--- src/rtl/fpsr_pkg.sv ---
// Shared constants for the first-person-second-row status display: state
// encoding, seven-segment glyphs and converter FSM states.
package fpsr_pkg;
  localparam int N_ST        = 18;
  localparam int B_INI       = 0;
  localparam int B_IDLE      = 1;
  localparam int B_GAME      = 2;
  localparam int B_QUIZ      = 3;
  localparam int B_LOSE      = 4;
  localparam int B_WIN       = 5;
  localparam int B_GAME1     = 6;
  localparam int B_GAME2     = 7;
  localparam int B_GAME3     = 8;
  localparam int B_GAME1_S1  = 9;
  localparam int B_GAME2_S1  = 12;
  localparam int B_GAME3_S1  = 15;

  localparam logic [N_ST-1:0] ST_INI   = 18'd1 << B_INI;
  localparam logic [N_ST-1:0] ST_IDLE  = 18'd1 << B_IDLE;
  localparam logic [N_ST-1:0] ST_GAME  = 18'd1 << B_GAME;
  localparam logic [N_ST-1:0] ST_QUIZ  = 18'd1 << B_QUIZ;
  localparam logic [N_ST-1:0] ST_LOSE  = 18'd1 << B_LOSE;
  localparam logic [N_ST-1:0] ST_WIN   = 18'd1 << B_WIN;
  localparam logic [N_ST-1:0] ST_GAME1 = 18'd1 << B_GAME1;
  localparam logic [N_ST-1:0] ST_GAME2 = 18'd1 << B_GAME2;
  localparam logic [N_ST-1:0] ST_GAME3 = 18'd1 << B_GAME3;

  localparam logic [7:0] G_BLANK = 8'hFF;
  localparam logic [7:0] G_DASH  = 8'hBF;
  localparam logic [7:0] G_Q     = 8'h98;
  localparam logic [7:0] G_L     = 8'hC7;
  localparam logic [7:0] G_U     = 8'hC1;
  localparam logic [7:0] G_E     = 8'h86;

  localparam int SCAN_DIV_DEF  = 100000;
  localparam int BLINK_DIV_DEF = 25000000;

  typedef enum logic [1:0] {CV_IDLE, CV_SHIFT, CV_DONE} cv_state_t;

  function automatic logic [7:0] digit_glyph(input logic [3:0] d);
    case (d)
      4'd0: digit_glyph = 8'hC0;
      4'd1: digit_glyph = 8'hF9;
      4'd2: digit_glyph = 8'hA4;
      4'd3: digit_glyph = 8'hB0;
      4'd4: digit_glyph = 8'h99;
      4'd5: digit_glyph = 8'h92;
      4'd6: digit_glyph = 8'h82;
      4'd7: digit_glyph = 8'hF8;
      4'd8: digit_glyph = 8'h80;
      4'd9: digit_glyph = 8'h90;
      default: digit_glyph = G_E;
    endcase
  endfunction
endpackage

--- src/rtl/fpsr_bin2bcd.sv ---
// Sequential 8-bit double-dabble: one add-3/shift step per cycle, then a
// single DONE cycle in which the result is valid.
module fpsr_bin2bcd
  import fpsr_pkg::*;
(
  input  logic       clk,
  input  logic       rst_n,
  input  logic       start,
  input  logic [7:0] bin,
  output logic       busy,
  output logic       done,
  output logic [1:0] hund,
  output logic [3:0] tens,
  output logic [3:0] ones
);
  cv_state_t   cur, nxt;
  logic [17:0] sreg, adj;
  logic [2:0]  cnt;

  always_comb begin
    adj = sreg;
    if (sreg[11:8]  >= 4'd5) adj[11:8]  = sreg[11:8]  + 4'd3;
    if (sreg[15:12] >= 4'd5) adj[15:12] = sreg[15:12] + 4'd3;
  end

  always_comb begin
    nxt = cur;
    case (cur)
      CV_IDLE:  if (start) nxt = CV_SHIFT;
      CV_SHIFT: if (cnt == 3'd7) nxt = CV_DONE;
      default:  nxt = CV_IDLE;
    endcase
  end

  always_ff @(posedge clk or negedge rst_n) begin
    if (!rst_n) begin
      cur  <= CV_IDLE;
      sreg <= '0;
      cnt  <= '0;
    end else begin
      cur <= nxt;
      if (cur == CV_IDLE && start) begin
        sreg <= {10'd0, bin};
        cnt  <= '0;
      end else if (cur == CV_SHIFT) begin
        sreg <= {adj[16:0], 1'b0};
        cnt  <= cnt + 3'd1;
      end
    end
  end

  assign busy = (cur != CV_IDLE);
  assign done = (cur == CV_DONE);
  assign hund = sreg[17:16];
  assign tens = sreg[15:12];
  assign ones = sreg[11:8];
endmodule

--- src/rtl/fpsr_ssd_status.sv ---
// Four-digit multiplexed status display: lives, status glyph, minutes tens
// and ones, with a blink overlay while a quiz alert is pending.
module fpsr_ssd_status
  import fpsr_pkg::*;
#(
  parameter int SCAN_DIV  = SCAN_DIV_DEF,
  parameter int BLINK_DIV = BLINK_DIV_DEF
) (
  input  logic        Clk,
  input  logic        Reset,
  input  logic [17:0] state,
  input  logic        professor,
  input  logic [1:0]  game_cnt,
  input  logic [2:0]  lives,
  input  logic [7:0]  minutes,
  output logic [3:0]  An,
  output logic [7:0]  Seg
);
  localparam int SW = (SCAN_DIV  > 2) ? $clog2(SCAN_DIV)  : 1;
  localparam int BW = (BLINK_DIV > 2) ? $clog2(BLINK_DIV) : 1;
  localparam logic [SW-1:0] SCAN_MAX  = SW'(SCAN_DIV - 1);
  localparam logic [BW-1:0] BLINK_MAX = BW'(BLINK_DIV - 1);

  logic [SW-1:0] scan_cnt;
  logic [1:0]    scan_idx;
  logic [BW-1:0] blink_cnt;
  logic          blink_on, alert_q, alert;
  logic [7:0]    last_min;
  logic          pending;
  logic          cv_start, cv_busy, cv_done;
  logic [1:0]    cv_hund;
  logic [3:0]    cv_tens, cv_ones, tens, ones;
  logic          hund_flag;
  logic [7:0]    status_g, seg_sel;

  fpsr_bin2bcd u_bcd (
    .clk(Clk), .rst_n(Reset), .start(cv_start), .bin(minutes),
    .busy(cv_busy), .done(cv_done), .hund(cv_hund), .tens(cv_tens), .ones(cv_ones)
  );

  // A change seen while converting is remembered and replayed once idle.
  assign cv_start = !cv_busy && ((minutes != last_min) || pending);
  assign alert    = professor | state[B_QUIZ];

  always_ff @(posedge Clk or negedge Reset) begin
    if (!Reset) begin
      last_min  <= '0;
      pending   <= 1'b0;
      tens      <= '0;
      ones      <= '0;
      hund_flag <= 1'b0;
    end else begin
      if (cv_start) begin
        last_min <= minutes;
        pending  <= 1'b0;
      end else if (cv_busy && minutes != last_min) begin
        pending  <= 1'b1;
      end
      if (cv_done) begin
        tens      <= cv_tens;
        ones      <= cv_ones;
        hund_flag <= (cv_hund != 2'd0);
      end
    end
  end

  always_ff @(posedge Clk or negedge Reset) begin
    if (!Reset) begin
      scan_cnt  <= '0;
      scan_idx  <= '0;
      blink_cnt <= '0;
      blink_on  <= 1'b1;
      alert_q   <= 1'b0;
    end else begin
      if (scan_cnt == SCAN_MAX) begin
        scan_cnt <= '0;
        scan_idx <= scan_idx + 2'd1;
      end else begin
        scan_cnt <= scan_cnt + 1'b1;
      end
      alert_q <= alert;
      if (!alert || !alert_q) begin
        blink_cnt <= '0;
        blink_on  <= 1'b1;
      end else if (blink_cnt == BLINK_MAX) begin
        blink_cnt <= '0;
        blink_on  <= ~blink_on;
      end else begin
        blink_cnt <= blink_cnt + 1'b1;
      end
    end
  end

  always_comb begin
    status_g = G_E;
    if (!$onehot(state))                                 status_g = G_E;
    else if (state[B_INI])                               status_g = G_BLANK;
    else if (state[B_IDLE])                              status_g = G_DASH;
    else if (state[B_GAME])                              status_g = digit_glyph({2'b00, game_cnt} + 4'd1);
    else if (state[B_QUIZ])                              status_g = G_Q;
    else if (state[B_LOSE])                              status_g = G_L;
    else if (state[B_WIN])                               status_g = G_U;
    else if (state[B_GAME1] || |state[B_GAME1_S1 +: 3]) status_g = digit_glyph(4'd1);
    else if (state[B_GAME2] || |state[B_GAME2_S1 +: 3]) status_g = digit_glyph(4'd2);
    else if (state[B_GAME3] || |state[B_GAME3_S1 +: 3]) status_g = digit_glyph(4'd3);
  end

  always_comb begin
    seg_sel = G_BLANK;
    case (scan_idx)
      2'd0: seg_sel = digit_glyph(ones) & (hund_flag ? 8'h7F : 8'hFF);
      2'd1: seg_sel = digit_glyph(tens);
      2'd2: seg_sel = status_g;
      default: seg_sel = digit_glyph({1'b0, lives});
    endcase
  end

  always_ff @(posedge Clk or negedge Reset) begin
    if (!Reset) begin
      An  <= 4'hF;
      Seg <= 8'hFF;
    end else begin
      An  <= ~(4'b0001 << scan_idx);
      Seg <= blink_on ? seg_sel : G_BLANK;
    end
  end
endmodule

--- config.mk ---
export PLATFORM = sky130hd
export DESIGN_NAME = fpsr_ssd_status
export DESIGN_NICKNAME = d
export VERILOG_FILES = /design/src/rtl/fpsr_pkg.sv /design/src/rtl/fpsr_bin2bcd.sv /design/src/rtl/fpsr_ssd_status.sv
export SDC_FILE = /design/constraint.sdc
export NUM_CORES = 1
export LEC_CHECK = 0
export CAP_MARGIN = 20
export CORE_AREA = 2 2 119 121
export CTS_CLUSTER_SIZE = 10
export DETAILED_ROUTE_END_ITERATION = 12
export DIE_AREA = 0 0 121 123
export GPL_ROUTABILITY_DRIVEN = 1
export MAX_ROUTING_LAYER = met4
export SKIP_CTS_REPAIR_TIMING = 1
export SLEW_MARGIN = 10
export SYNTH_ARGS = -nofsm -noshare
export SYNTH_HDL_FRONTEND = slang
export SYNTH_SLANG_ARGS = --single-unit
--- constraint.sdc ---
create_clock -name Clk -period 2 [get_ports Clk]
set_input_delay 0.2 -clock Clk [delete_from_list [all_inputs] [get_ports Clk]]
set_output_delay 0.2 -clock Clk [all_outputs]
set_load 0.01 [all_outputs]
==> flow_metrics.env, run 1 <==
export IMPL_status="finished, violations left"
export IMPL_violations="negative setup slack"
export IMPL_hold_class="in2reg"
export IMPL_grt_max_degree=65
export IMPL_fp_row_count=43
export IMPL_rsz0062_at_grt="yes"
export IMPL_ant_nets=0
export IMPL_vdd_drop_max_v=0.000393
export IMPL_setup_violations=7
export IMPL_antenna_cells=0
export IMPL_clock_fmax_mhz=229
export IMPL_antenna_found_initial=0
export IMPL_instances_no_fill=870
export IMPL_cp_required_ps=2270
export IMPL_synth_top_area_share_pct=36.0
export IMPL_place_congestion=0.848
export IMPL_drv_slew=0
export IMPL_cp_start_kind="primary input"
export IMPL_h_tree_depth=3
export IMPL_grt_ovfl_total=0
export IMPL_clkPwrFrac_pct=24.9
export IMPL_coreArea_mm2=0.0136
export IMPL_ys_ff_latch=99
export IMPL_cts_buffer_depth=2
export IMPL_worstMarginPinSlew_ps=540
export IMPL_drive_gt1_share_pct=19.1
export IMPL_portBuffers=45
export IMPL_synth_area_mm2=0.00597
export IMPL_worst_ep_arrival_time_ps=4640
export IMPL_crit_fanout=4
export IMPL_first_pass_iters=4
export IMPL_finalWirelength_mm=12.7
export IMPL_min_period_ps=4370
export IMPL_worstSkewPairLatency_ps=350
export IMPL_avgSynthCellArea_um2=10.1
export IMPL_fin_crit_sh_pct=219
export IMPL_dp_cells=849
export IMPL_start_util_pct=43.9
export IMPL_cts_tree="done"
export IMPL_switching_share_pct=34.5
export IMPL_yosys_most_used_dff="dfrtp_1"
export IMPL_drc=0
export IMPL_hpwl_mm=9.40
export IMPL_clock_skew_ps=7.73
export IMPL_ys_warnings_count=0
export IMPL_clkTransAtPathRegs_ps=70
export IMPL_max_cap_violations=0
export IMPL_ys_seq_area_share_pct=41.7
export IMPL_synth_nets=678
export IMPL_preCtsSetupSlack_ps=-3270
export IMPL_synth_common_cells="dfrtp_1 (86), inv_1 (48), ha_1 (43), nor2_1 (43), nand2_1 (36)"
export IMPL_area_growth_pct=24.0
export IMPL_cts_sinks=99
export IMPL_via_count=4633
export IMPL_die_area_mm2=0.0149
export IMPL_power_internal_w=0.00438
export IMPL_power_w=0.00669
export IMPL_drtIter0Drc=275
export IMPL_cts_inserted_buffers=9
export IMPL_p_sw_w=0.00231
export IMPL_wire_per_inst_um=14.6
export IMPL_endpoint_kind="flop"
export IMPL_synth_cells=589
export IMPL_synth_most_common_cell="dfrtp_1"
export IMPL_grt_usage_pct=19.0
export IMPL_combPwrFrac_pct=36.1
export IMPL_die_w_um=121
export IMPL_ys_async_sr_fraction_pct=100
export IMPL_die_h_um=123
export IMPL_p_leak_nw=3.36
export IMPL_worst_slack_ps=-2370
export IMPL_path_class="in2reg"
export IMPL_power_frac_seq_pct=38.9
export IMPL_fillers=1195
export IMPL_finalNetCount=774
export IMPL_power_density_mw_per_mm2=903
export IMPL_ys_top_cells_by_area="dfrtp_1 (36%), ha_1 (9.0%), dfstp_2 (5.7%), fa_1 (4.0%), xor2_1 (3.5%)"
export IMPL_first_global_vias=4670
export IMPL_finalSetupTns_ps=-16360
export IMPL_synth_edff_count=0
export IMPL_vias_per_cell=5.33
export IMPL_synth_top_cell_by_area="dfrtp_1"
export IMPL_cts_root_buf="clkbuf_16"
export IMPL_slew_headroom_pct=63.8
export IMPL_finalHoldViolations=0
export IMPL_ys_types=57
export IMPL_grt_first_pass_wirelength_mm=21.9
export IMPL_io_pins=46
final timing paths:
kind / startpoint / to / slack [ps] / depth (start not counted)
worst max-delay path: state[15] / Seg[3] / -2370 / 17
worst min-delay path: state[3] / alert_q / 300 / 3
worst max register to register: blink_cnt[15] / blink_on / 160 / 5
worst min register to register: blink_cnt[0] / blink_cnt[0] / 450 / 1
max in group asynchronous: Reset / blink_cnt[10] / 1270 / 3
min in group asynchronous: Reset / scan_idx[1] / 380 / 3
placed cells by master, fill, tap and decap left out, types with 15 or more instances in the layout:
cell and instances:
dfrtp_1 86, buf_4 50, nor2_1 43, inv_1 42
ha_1 42, nand2_1 36, clkdlybuf4s50_1 35, a21oi_1 31
o21ai_0 28, xor2_1 24, and2_1 20, nand3_1 17
mux2_2 15
worst max-delay path, cell delays in order:
cell and delay, ps:
buf_6 100, fa_1 550, inv_2 40, fa_1 510
inv_2 40, fa_1 530, inv_2 50, fa_1 470
fa_1 540, inv_2 50, ha_4 160, fa_1 500
nor4b_4 280, buf_4 160, and2_4 150, nand3_2 80
a211oi_2 230
layer usage:
| metal | vias up | track usage, % | part of all wire [%] |
|---|---|---|---|
| li1 | 2286 | - | - |
| met1 | 2248 | 23.8 | 46 |
| met2 | 78 | 30.6 | 49 |
| met3 | 21 | 3.55 | 3.3 |
| met4 | 0 | 7.41 | 2.0 |
| met5 | - | - | 0 |
cell type report:
| cell class | count | area [um^2] | share of cell area [%] |
|---|---|---|---|
| sequential | 99 | 2490 | 33.7 |
| timing repair buffer | 99 | 905 | 12.2 |
| inverter | 48 | 185 | 2.50 |
| clock buffer | 11 | 243 | 3.28 |
| tap | 180 | 225 | 3.04 |
| clock inverter | 5 | 37.5 | 0.507 |
| multi-input combinational | 428 | 3320 | 44.8 |
cells by family (layout without fill, tap and decap cells):
| family | count (synthesis) | after routing | share of synthesized area, % |
|---|---|---|---|
| DFF | 99 | 99 | 41.7 |
| muxes | 20 | 20 | 3.66 |
| and+or+nand+nor | 195 | 195 | 18.1 |
| AOI/OAI and AO/OA | 121 | 122 | 13.8 |
| adders and majority gates | 55 | 55 | 13.0 |
| buffers and inverters | 63 | 163 | 4.40 |
| xor gates and xnor gates | 36 | 36 | 5.28 |
registers in the layout (all words and copies together) (netlist names):
register,flops
An,4
Seg,8
alert_q,1
blink_cnt,25
blink_on,1
hund_flag,1
last_min,8
ones,4
pending,1
scan_cnt,17
scan_idx,2
tens,4
u_bcd.cnt,3
u_bcd.cur,2
u_bcd.sreg,18
power by group through the flow:
stage / Combinational, W / Clock (W) / Sequential [W]
3_5_place_dp: 0.00225 / 0 / 0.00265
6_report: 0.00242 / 0.00167 / 0.00261
5_1_grt: 0.00276 / 0.00181 / 0.00266
4_1_cts: 0.00226 / 0.00171 / 0.00261
2_1_floorplan: 0.00146 / 0 / 0.00255
3_3_place_gp: 0.00216 / 0 / 0.00263
through the flow:
step                instance area (um^2)  util [%]  hold WS [ps]
finish                              7410      54.4           299
global route                        7410      54.4           317
CTS                                 7270      53.4          -169
detailed placement                  6990      51.3           211
global placement                    6990      51.3           209
floorplan                           5990         -         -95.6
Note: power is estimated with default switching activity, not from simulation.
==> run 2: changes to the inputs <==
--- a/config.mk
+++ b/config.mk
@@ -11,6 +11,7 @@
 export DETAILED_ROUTE_END_ITERATION = 12
 export DIE_AREA = 0 0 121 123
 export GPL_ROUTABILITY_DRIVEN = 1
+export GPL_TIMING_DRIVEN = 0
 export MAX_ROUTING_LAYER = met4
 export SKIP_CTS_REPAIR_TIMING = 1
 export SLEW_MARGIN = 10
==> flow_metrics.env, run 2 (synthesized netlist as in run 1, its figures left out) <==
export IMPL_hold_class="in2reg"
export IMPL_die_h_um=123
export IMPL_via_count=4542
export IMPL_worstMarginPinSlew_ps=664
export IMPL_ant_nets=0
export IMPL_final_cell_mix="dfrtp_1 (86), inv_1 (43), nor2_1 (43), ha_1 (42)"
export IMPL_setup_violations=7
export IMPL_start_util_pct=43.9
export IMPL_clkPwrFrac_pct=27.8
export IMPL_antenna_cells=0
export IMPL_vias_per_cell=5.43
export IMPL_power_w=0.00686
export IMPL_worst_ep_arrival_time_ps=4780
export IMPL_grt_ovfl_total=0
export IMPL_drtIter0Drc=288
export IMPL_power_density_mw_per_mm2=962
export IMPL_first_pass_iters=4
export IMPL_cp_start_kind="primary input"
export IMPL_cts_sinks=99
export IMPL_grt_first_pass_wirelength_mm=21.5
export IMPL_reg_largest_list="blink_cnt (25), u_bcd.sreg (18), scan_cnt (17)"
export IMPL_max_cap_violations=0
export IMPL_cts_tree="done"
export IMPL_portBuffers=45
export IMPL_cp_num_buf_inv=5
export IMPL_fillers=1248
export IMPL_power_frac_seq_pct=37.2
export IMPL_critPathTopFamily="adder cells"
export IMPL_wl_met3_um=496
export IMPL_slew_headroom_pct=55.3
export IMPL_preCtsSetupSlack_ps=-3420
export IMPL_path_class="in2reg"
export IMPL_min_period_ps=4540
export IMPL_place_congestion=0.835
export IMPL_worstSkewPairLatency_ps=350
export IMPL_wire_per_inst_um=15.0
export IMPL_cp_required_ps=2240
export IMPL_die_w_um=121
export IMPL_violations="negative setup slack"
export IMPL_h_tree_depth=3
export IMPL_cts_buffer_depth=2
export IMPL_switching_share_pct=33.6
export IMPL_p_leak_nw=3.17
export IMPL_crit_fanout=3
export IMPL_fp_row_count=43
export IMPL_top_layer="met4"
export IMPL_area_growth_pct=19.4
export IMPL_cts_inserted_buffers=9
export IMPL_clock_fmax_mhz=220
export IMPL_endpoint_kind="flop"
export IMPL_finalHoldViolations=0
export IMPL_vdd_drop_max_v=0.000398
export IMPL_drv_slew=0
export IMPL_finalWirelength_mm=12.5
export IMPL_drive_gt1_share_pct=14.0
export IMPL_first_global_vias=4503
export IMPL_cp_cell_sequence="buf_6, fa_1, inv_1, fa_1, inv_2, fa_1, inv_2, fa_1, fa_1, inv_2, ha_4, fa_1, nor4b_4, o2111ai_2, o41ai_2, o2111ai_1"
export IMPL_largest_reg_flops=25
export IMPL_coreArea_mm2=0.0136
export IMPL_drc=0
export IMPL_antenna_found_initial=0
export IMPL_cpPeakStageDelay_ps=530
export IMPL_finalNetCount=741
export IMPL_fin_crit_sh_pct=227
export IMPL_met1_length_mm=5.62
export IMPL_final_common_cell="dfrtp_1"
export IMPL_hold_slack_ps=204
export IMPL_critPathSlowestCell="fa_1"
export IMPL_rsz0062_at_grt="yes"
export IMPL_p_sw_w=0.00230
export IMPL_die_area_mm2=0.0149
export IMPL_grt_max_degree=64
export IMPL_status="finished, violations left"
export IMPL_cp_common_cell="fa_1"
export IMPL_cts_root_buf="clkbuf_16"
export IMPL_io_pins=46
export IMPL_clkTransAtPathRegs_ps=70
export IMPL_power_internal_w=0.00455
export IMPL_grt_usage_pct=18.5
export IMPL_wl_met2_mm=6.20
export IMPL_clock_skew_ps=7.92
export IMPL_hpwl_mm=9.14
export IMPL_regMostFlops="blink_cnt"
export IMPL_worst_slack_ps=-2540
export IMPL_combPwrFrac_pct=35.0
run 2: cell types whose count changed in the layout (fill, tap and decap cells not counted), moves of 3 or more:
cell	before	now
buf_4	50	9
buf_2	0	3
buf_12	4	0
clkbuf_1	1	7
buf_6	1	4
run 2: per-stage QoR:
| step | cell area [um^2] | instances | setup TNS, ps | utilization [%] |
|---|---|---|---|---|
| detailed placement | 6700 | 815 | -24510 | 49.2 |
| floorplan | 5990 | 589 | -15720 | - |
| CTS | 7020 | 831 | -20780 | 51.6 |
| global route | 7130 | 837 | -18160 | 52.4 |
| global placement | 6670 | 814 | -308230 | 49.0 |
| finish | 7130 | 837 | -16880 | 52.4 |
run 2: path summary, 6_finish.rpt:
| kind | to | start | cells after the start | slack, ps |
|---|---|---|---|---|
| max | Seg[2] | state[13] | 16 | -2540 |
| min | alert_q | state[3] | 2 | 200 |
| max reg2reg | Seg[3] | tens[1] | 6 | 110 |
| min reg2reg | blink_cnt[0] | blink_cnt[0] | 1 | 460 |
| max in group asynchronous | blink_cnt[9] | Reset | 3 | 930 |
| min in group asynchronous | alert_q | Reset | 2 | 370 |
run 2: cell type report:
class / instances / area [um^2] / share of cell area [%]
Buffer: 14 / 78.8 / 1.11
Clock buffer: 11 / 243 / 3.40
Clock inverter: 5 / 85.1 / 1.19
Inverter: 48 / 185 / 2.60
Multi-Input combinational cell: 427 / 3300 / 46.3
Sequential cell: 99 / 2490 / 35.0
Tap cell: 180 / 225 / 3.16
Timing Repair Buffer: 53 / 520 / 7.30
run 2: routing by layer:
metal	vias to the layer above	global-route usage (%)
met2	92	30.0
met5	-	-
li1	2214	-
met1	2220	23.6
met3	16	3.00
met4	0	6.54
run 2: power by group through the flow:
| stage | sequential [W] | combinational, W | clock [W] |
|---|---|---|---|
| 2_1_floorplan | 0.00255 | 0.00146 | 0 |
| 3_3_place_gp | 0.00257 | 0.00208 | 0 |
| 3_5_place_dp | 0.00259 | 0.00217 | 0 |
| 4_1_cts | 0.00255 | 0.00218 | 0.00195 |
| 5_1_grt | 0.00260 | 0.00270 | 0.00203 |
| 6_report | 0.00255 | 0.00240 | 0.00191 |
